## config.mk

```make
export PLATFORM = sky130hd
export DESIGN_NAME = nibble_serial_adder_flat
export DESIGN_NICKNAME = d
export VERILOG_FILES = /design/src/rtl/nibble_serial_adder_pkg.sv /design/src/rtl/nibble_serial_adder_if.sv /design/src/rtl/nibble_serial_adder_nibble_add.sv /design/src/rtl/nibble_serial_adder.sv /design/src/flat_wrapper.sv
export SDC_FILE = /design/constraint.sdc
export NUM_CORES = 1
export LEC_CHECK = 0
export CORE_UTILIZATION = 56
export DETAILED_ROUTE_END_ITERATION = 10
export PLACE_DENSITY = 0.87
export SETUP_SLACK_MARGIN = 0.4
export SYNTH_ARGS = -nofsm -noshare
export SYNTH_HDL_FRONTEND = slang
export SYNTH_HIERARCHICAL = 1
export SYNTH_SLANG_ARGS = --single-unit
```

## constraint.sdc

```tcl
create_clock -name clk -period 4.73 [get_ports clk]
set_input_delay 0.946 -clock clk [delete_from_list [all_inputs] [get_ports clk]]
set_output_delay 0.946 -clock clk [all_outputs]
set_load 0.1 [all_outputs]
```

## src/rtl/nibble_serial_adder_pkg.sv

```systemverilog
// Shared definitions for the nibble-serial adder: slice width, FSM state
// type and the slice-count helper used to size the sequencing counter.
package adder_pkg;

  localparam int SLICE_W = 4;

  // One-hot-free binary encoding; DONE is chosen so that no single-step
  // transition out of IDLE or RUN passes through the DONE code.
  typedef enum logic [1:0] {
    IDLE = 2'b00,
    RUN  = 2'b01,
    DONE = 2'b10
  } state_t;

  // Number of nibble cycles needed to cover a WIDTH-bit operand.
  function automatic int calc_nslice(input int width);
    return width / SLICE_W;
  endfunction

endpackage

```

## src/rtl/nibble_serial_adder_if.sv

```systemverilog
// Operand/result handshake bundle for the nibble-serial adder.
//
// Handshake: a beat transfers on a rising clk edge where valid and ready are
// both high. The producer holds valid and its payload stable until that edge;
// ready may depend combinationally on the other side's ready, never on valid.
interface nibble_serial_adder_if #(
  parameter int WIDTH = 16
);
  logic             in_valid;
  logic             in_ready;
  logic [WIDTH-1:0] a;
  logic [WIDTH-1:0] b;
  logic             cy_in;
  logic             out_valid;
  logic             out_ready;
  logic [WIDTH-1:0] s;
  logic             cy_out;
  logic             ovf;
  logic             busy;

  // Operand source / result sink side.
  modport master (
    output in_valid, a, b, cy_in, out_ready,
    input  in_ready, out_valid, s, cy_out, ovf, busy
  );

  // Adder side.
  modport slave (
    input  in_valid, a, b, cy_in, out_ready,
    output in_ready, out_valid, s, cy_out, ovf, busy
  );
endinterface

```

## src/rtl/nibble_serial_adder_nibble_add.sv

```systemverilog
// 4-bit ripple-carry adder slice. Also reports the carry into its top bit so
// the caller can derive signed overflow on the most significant slice.
module nibble_add
  import adder_pkg::*;
(
  input  logic [SLICE_W-1:0] a,
  input  logic [SLICE_W-1:0] b,
  input  logic               cin,
  output logic [SLICE_W-1:0] sum,
  output logic               cout,
  output logic               c_msb
);

  logic [SLICE_W:0] c;

  // Bit-serial ripple through the four bit positions.
  always_comb begin
    c    = '0;
    sum  = '0;
    c[0] = cin;
    for (int i = 0; i < SLICE_W; i++) begin
      sum[i]   = a[i] ^ b[i] ^ c[i];
      c[i+1]   = (a[i] & b[i]) | (c[i] & (a[i] ^ b[i]));
    end
  end

  assign cout  = c[SLICE_W];
  assign c_msb = c[SLICE_W-1];

endmodule

```

## src/rtl/nibble_serial_adder.sv

```systemverilog
// Multi-word adder that feeds WIDTH-bit operands through one nibble adder,
// low slice first, linking slices with a registered carry. The result is
// assembled in a shift register and published only when the last slice
// completes, so s/cy_out/ovf never show a partial sum.
module nibble_serial_adder
  import adder_pkg::*;
#(
  parameter int WIDTH = 16
) (
  input  logic                  clk,
  input  logic                  rst,
  nibble_serial_adder_if.slave  bus,
  output state_t                dbg_state
);

  localparam int NSLICE = calc_nslice(WIDTH);
  localparam int CNT_W  = (NSLICE > 1) ? $clog2(NSLICE) : 1;
  localparam logic [CNT_W-1:0] LAST_CNT = CNT_W'(NSLICE - 1);

  generate
    if (WIDTH < SLICE_W || (WIDTH % SLICE_W) != 0) begin : g_bad_width
      $error("nibble_serial_adder: WIDTH must be a multiple of 4 and >= 4");
    end
  endgenerate

  state_t state, state_next;

  logic [WIDTH-1:0] a_sr, b_sr, res_sr;
  logic [WIDTH-1:0] s_q;
  logic             cy_q, ovf_q;
  logic             carry;
  logic [CNT_W-1:0] cnt;

  logic             accept;
  logic             last_slice;
  logic             in_ready_c;
  logic             out_valid_c;
  logic             busy_c;

  logic [SLICE_W-1:0] nib_sum;
  logic               nib_cout;
  logic               nib_cmsb;

  logic [WIDTH+SLICE_W-1:0] res_cat;
  logic [WIDTH-1:0]         res_next;

  nibble_add u_nibble_add (
    .a     (a_sr[SLICE_W-1:0]),
    .b     (b_sr[SLICE_W-1:0]),
    .cin   (carry),
    .sum   (nib_sum),
    .cout  (nib_cout),
    .c_msb (nib_cmsb)
  );

  // New nibble enters at the top; after NSLICE shifts the low slice sits at
  // the bottom. Concatenating first keeps this legal when WIDTH == 4.
  assign res_cat  = {nib_sum, res_sr};
  assign res_next = res_cat[WIDTH+SLICE_W-1:SLICE_W];

  // State register.
  always_ff @(posedge clk or posedge rst) begin
    if (rst) state <= IDLE;
    else     state <= state_next;
  end

  // Next-state and handshake decode.
  always_comb begin
    state_next  = state;
    in_ready_c  = 1'b0;
    out_valid_c = 1'b0;
    busy_c      = 1'b0;
    accept      = 1'b0;
    last_slice  = 1'b0;
    case (state)
      IDLE: begin
        in_ready_c = 1'b1;
        if (bus.in_valid) begin
          accept     = 1'b1;
          state_next = RUN;
        end
      end
      RUN: begin
        busy_c = 1'b1;
        if (cnt == LAST_CNT) begin
          last_slice = 1'b1;
          state_next = DONE;
        end
      end
      DONE: begin
        busy_c      = 1'b1;
        out_valid_c = 1'b1;
        // Result slot frees on this edge, so a waiting operand can chain in.
        in_ready_c  = bus.out_ready;
        if (bus.out_ready) begin
          accept     = bus.in_valid;
          state_next = bus.in_valid ? RUN : IDLE;
        end
      end
      default: state_next = IDLE;
    endcase
  end

  // Operand/result shift registers, slice counter, carry and published result.
  always_ff @(posedge clk or posedge rst) begin
    if (rst) begin
      a_sr   <= '0;
      b_sr   <= '0;
      res_sr <= '0;
      carry  <= 1'b0;
      cnt    <= '0;
      s_q    <= '0;
      cy_q   <= 1'b0;
      ovf_q  <= 1'b0;
    end else if (accept) begin
      a_sr   <= bus.a;
      b_sr   <= bus.b;
      carry  <= bus.cy_in;
      res_sr <= '0;
      cnt    <= '0;
    end else if (state == RUN) begin
      a_sr   <= a_sr >> SLICE_W;
      b_sr   <= b_sr >> SLICE_W;
      carry  <= nib_cout;
      res_sr <= res_next;
      cnt    <= cnt + 1'b1;
      if (last_slice) begin
        s_q   <= res_next;
        cy_q  <= nib_cout;
        ovf_q <= nib_cout ^ nib_cmsb;
      end
    end
  end

  assign bus.in_ready  = in_ready_c;
  assign bus.out_valid = out_valid_c;
  assign bus.busy      = busy_c;
  assign bus.s         = s_q;
  assign bus.cy_out    = cy_q;
  assign bus.ovf       = ovf_q;
  assign dbg_state     = state;

endmodule
```

## src/flat_wrapper.sv

```systemverilog
// flat-port wrapper written by rule: the top's interface ports become plain ports
module nibble_serial_adder_flat import adder_pkg::*;
#(
  parameter int WIDTH = 16
)
  (clk, rst, dbg_state, bus_in_valid, bus_a, bus_b, bus_cy_in, bus_out_ready, bus_in_ready, bus_out_valid, bus_s, bus_cy_out, bus_ovf, bus_busy);
  nibble_serial_adder_if #(.WIDTH(WIDTH)) bus_i ();
  input  logic clk;
  input  logic rst;
  output state_t dbg_state;
  input wire logic [$bits(bus_i.in_valid)-1:0] bus_in_valid;
  input wire logic [$bits(bus_i.a)-1:0] bus_a;
  input wire logic [$bits(bus_i.b)-1:0] bus_b;
  input wire logic [$bits(bus_i.cy_in)-1:0] bus_cy_in;
  input wire logic [$bits(bus_i.out_ready)-1:0] bus_out_ready;
  output wire logic [$bits(bus_i.in_ready)-1:0] bus_in_ready;
  output wire logic [$bits(bus_i.out_valid)-1:0] bus_out_valid;
  output wire logic [$bits(bus_i.s)-1:0] bus_s;
  output wire logic [$bits(bus_i.cy_out)-1:0] bus_cy_out;
  output wire logic [$bits(bus_i.ovf)-1:0] bus_ovf;
  output wire logic [$bits(bus_i.busy)-1:0] bus_busy;
  assign bus_i.in_valid = bus_in_valid;
  assign bus_i.a = bus_a;
  assign bus_i.b = bus_b;
  assign bus_i.cy_in = bus_cy_in;
  assign bus_i.out_ready = bus_out_ready;
  assign bus_in_ready = bus_i.in_ready;
  assign bus_out_valid = bus_i.out_valid;
  assign bus_s = bus_i.s;
  assign bus_cy_out = bus_i.cy_out;
  assign bus_ovf = bus_i.ovf;
  assign bus_busy = bus_i.busy;
  nibble_serial_adder #(.WIDTH(WIDTH)) u_core (.clk(clk), .rst(rst), .bus(bus_i), .dbg_state(dbg_state));
endmodule
```

==> results.tsv <==
metric	value	unit
required	3.78	ns
r2r-end	u_core/carry	
yosys.area_share.xor_xnor	0.00543	
clk_latency	0.34	ns
cts-buffers-inserted	9	
syn_area_per_cell	14.2	µm²
synth_top_family_by_area	multiplexers	
detail-route-antenna-nets	0	
grt_pass1_wl	8.80	mm
initial_core_util	0.582	
fin_setup_tns	0	ns
via_per_inst	5.06	
place.port_buffers	59	
crit_end	bus_out_valid	
drtPass1Iterations	4	
cts_tree	built	
overflow	0	
cts.repair.resized	0	
die_area	0.00607	mm²
cap_violations	0	
yosys.area_share.simple	0.0369	
netlist_area	0.00322	mm²
startpoint_type	register	
drtIter0Drc	108	
yosysSeqAreaShare	0.520	
ys_ff_latch	67	
gp_congestion	0.767	
gr-usage-met2	0.311	
grt_util_met1	0.239	
rr_worst_depth	8	
nets	336	
arrival	2.32	ns
global_route.usage.met3	0.0459	
drive_gt1_frac	0.313	
grt_setup_unrepaired	no	
fin_skew	0.00869	ns
synth_area_leader_cell	dfrtp_1	
synth_top_area_frac	0.520	
synth.distinct_cells	24	
clock-sinks	67	
post_cts_buffers	0	
drc_errors	0	
hold_viol	0	
synth_common_cells	67 x dfrtp_1, 60 x mux2_2, 15 x nor2_1, 14 x inv_1, 13 x mux2i_1	
io_pins	60	
worstMarginPinSlew	0.993	ns
hp-class	register to register	
die_x	77.9	µm
track_usage	0.193	
vias	1853	
postLayoutCoreUtil	0.728	
crit_type	register to output pin	
grt_pass1_vias	1897	
status	finished, final reports clean	
setup_viol	0	
dp_hpwl	3.56	mm
synth_compound_area_frac	0.0206	
syn_nets	274	
worst_hold_path.num_cells	1	
hold_buffers	0	
r2r-start	u_core/a_sr[0]	
slew_headroom	0.336	
synth.most_common_cell	dfrtp_1	
core	0.00554	mm²
final_cell_count_no_fill	366	
antenna_cells	0	
synthAdderAreaFrac	0.0481	
wl	5.20	mm
wl_per_cell	14.2	µm
area_growth	25.0	%
synth_edf_count	0	
fmax	0.306	GHz
ys_warn_count	6	
die_h	77.9	µm
r2r_setup_slack	2.36	ns
synth.area.mux_share	0.324	
period_share	0.691	
worstSetupStartpoint	u_core/dbg_state[0]	
dp_cells	350	
synth-async-reset-ratio	1.00	
cts_root_buf	clkbuf_8	
synth_flop_cell	dfrtp_1	
busiest_layer	met2	
end_kind	output pin	
grt_start_max_net_pins	50	
htree_levels	3	
clockBufferDepth	2	
clk_pin_slew_worst_paths	0.07	ns
post-route-min-period	3.27	ns
cp_max_fo	5	
maxSlewViolCount	0	
antenna_found_initial	0	
rows	27	
ys_top_cells_by_area	dfrtp_1 52%, mux2_2 21%, mux2_4 4.7%	
synth_cells	227	
-- logic make-up (layout without fill, tap and decap cells) --
family	count (synthesis)	in the layout
AND/OR/NAND/NOR	25	25
AO/OA/AOI/OAI	6	6
flip-flops	67	67
adder cells (fa/ha/maj)	10	10
multiplexers	91	91
XOR/XNOR	2	2
buffers and inverters	26	93
-- per-stage QoR --
step           area, µm²  hold WS [ns]  worst slack, ns
5_1_grt             4030         0.525             1.37
6_report            4030         0.512             1.46
3_3_place_gp        3840         0.490             1.86
4_1_cts             4030         0.515             1.44
2_1_floorplan       3220         0.481            0.837
3_5_place_dp        3840         0.496             1.81
-- sequential cells by signal, summed over array words and instances, names as in the netlist --
signal	count
u_core/cnt	2
u_core/a_sr	16
u_core/b_sr	16
u_core/bus.s	16
u_core/res_sr	12
u_core/carry	1
u_core/bus.cy_out	1
u_core/dbg_state	2
u_core/bus.ovf	1
-- placed cells by master (no fill, tap or decap) --
master           count
nand2_2              1
mux2_4              10
a21oi_1              1
mux2i_1             13
inv_1               13
dfrtp_1             67
mux2_2              60
mux2_1               8
inv_2                1
xnor2_1              1
clkdlybuf4s50_1     58
o21a_1               1
nand2b_1             1
a222oi_1             1
bufinv_16            1
ha_2                 1
o2111ai_4            1
ha_1                 5
clkbuf_1             4
clkbuf_8            10
o21ai_0              1
buf_4                5
clkinv_2             1
fa_1                 4
nor2_1              15
o211ai_2             1
nor2b_1              8
xor2_1               1
-- layout make-up --
type / instances / area [µm²]
flip-flops and latches: 67 / 1680
fillers: 402 / 1510
multi-input cells: 134 / 1410
repair buffers: 63 / 618
clock buffers: 14 / 153
well taps: 72 / 90.1
inverters: 14 / 52.6
clock inverters: 2 / 35.0
-- worst max-delay path: stages, from the launching register on --
cell             delay, ns
dfrtp_1               0.42
inv_1                 0.12
ha_1                  0.28
clkdlybuf4s50_1       1.17
-- worst min path at each step --
| stage | to | slack (ns) | start |
|---|---|---|---|
| floorplan | u_core/bus.s[0] | 0.48 | u_core/res_sr[4] |
| global placement | u_core/bus.s[14] | 0.49 | u_core/bus.s[14] |
| detailed placement | u_core/bus.s[3] | 0.50 | u_core/bus.s[3] |
| CTS | u_core/bus.s[3] | 0.52 | u_core/bus.s[3] |
| global route | u_core/bus.s[5] | 0.52 | u_core/bus.s[5] |
| finish | u_core/bus.s[4] | 0.51 | u_core/bus.s[4] |
-- per-layer routing --
| metal | share of wire | up-vias |
|---|---|---|
| li1 | - | 899 |
| met1 | 0.44 | 898 |
| met2 | 0.50 | 46 |
| met3 | 0.042 | 10 |
| met4 | 0.018 | 0 |
| met5 | 0 | - |
Power is left out: the tool's default activity adds up to more than one toggle a clock period on the data nets, which glitch-free logic cannot reach.
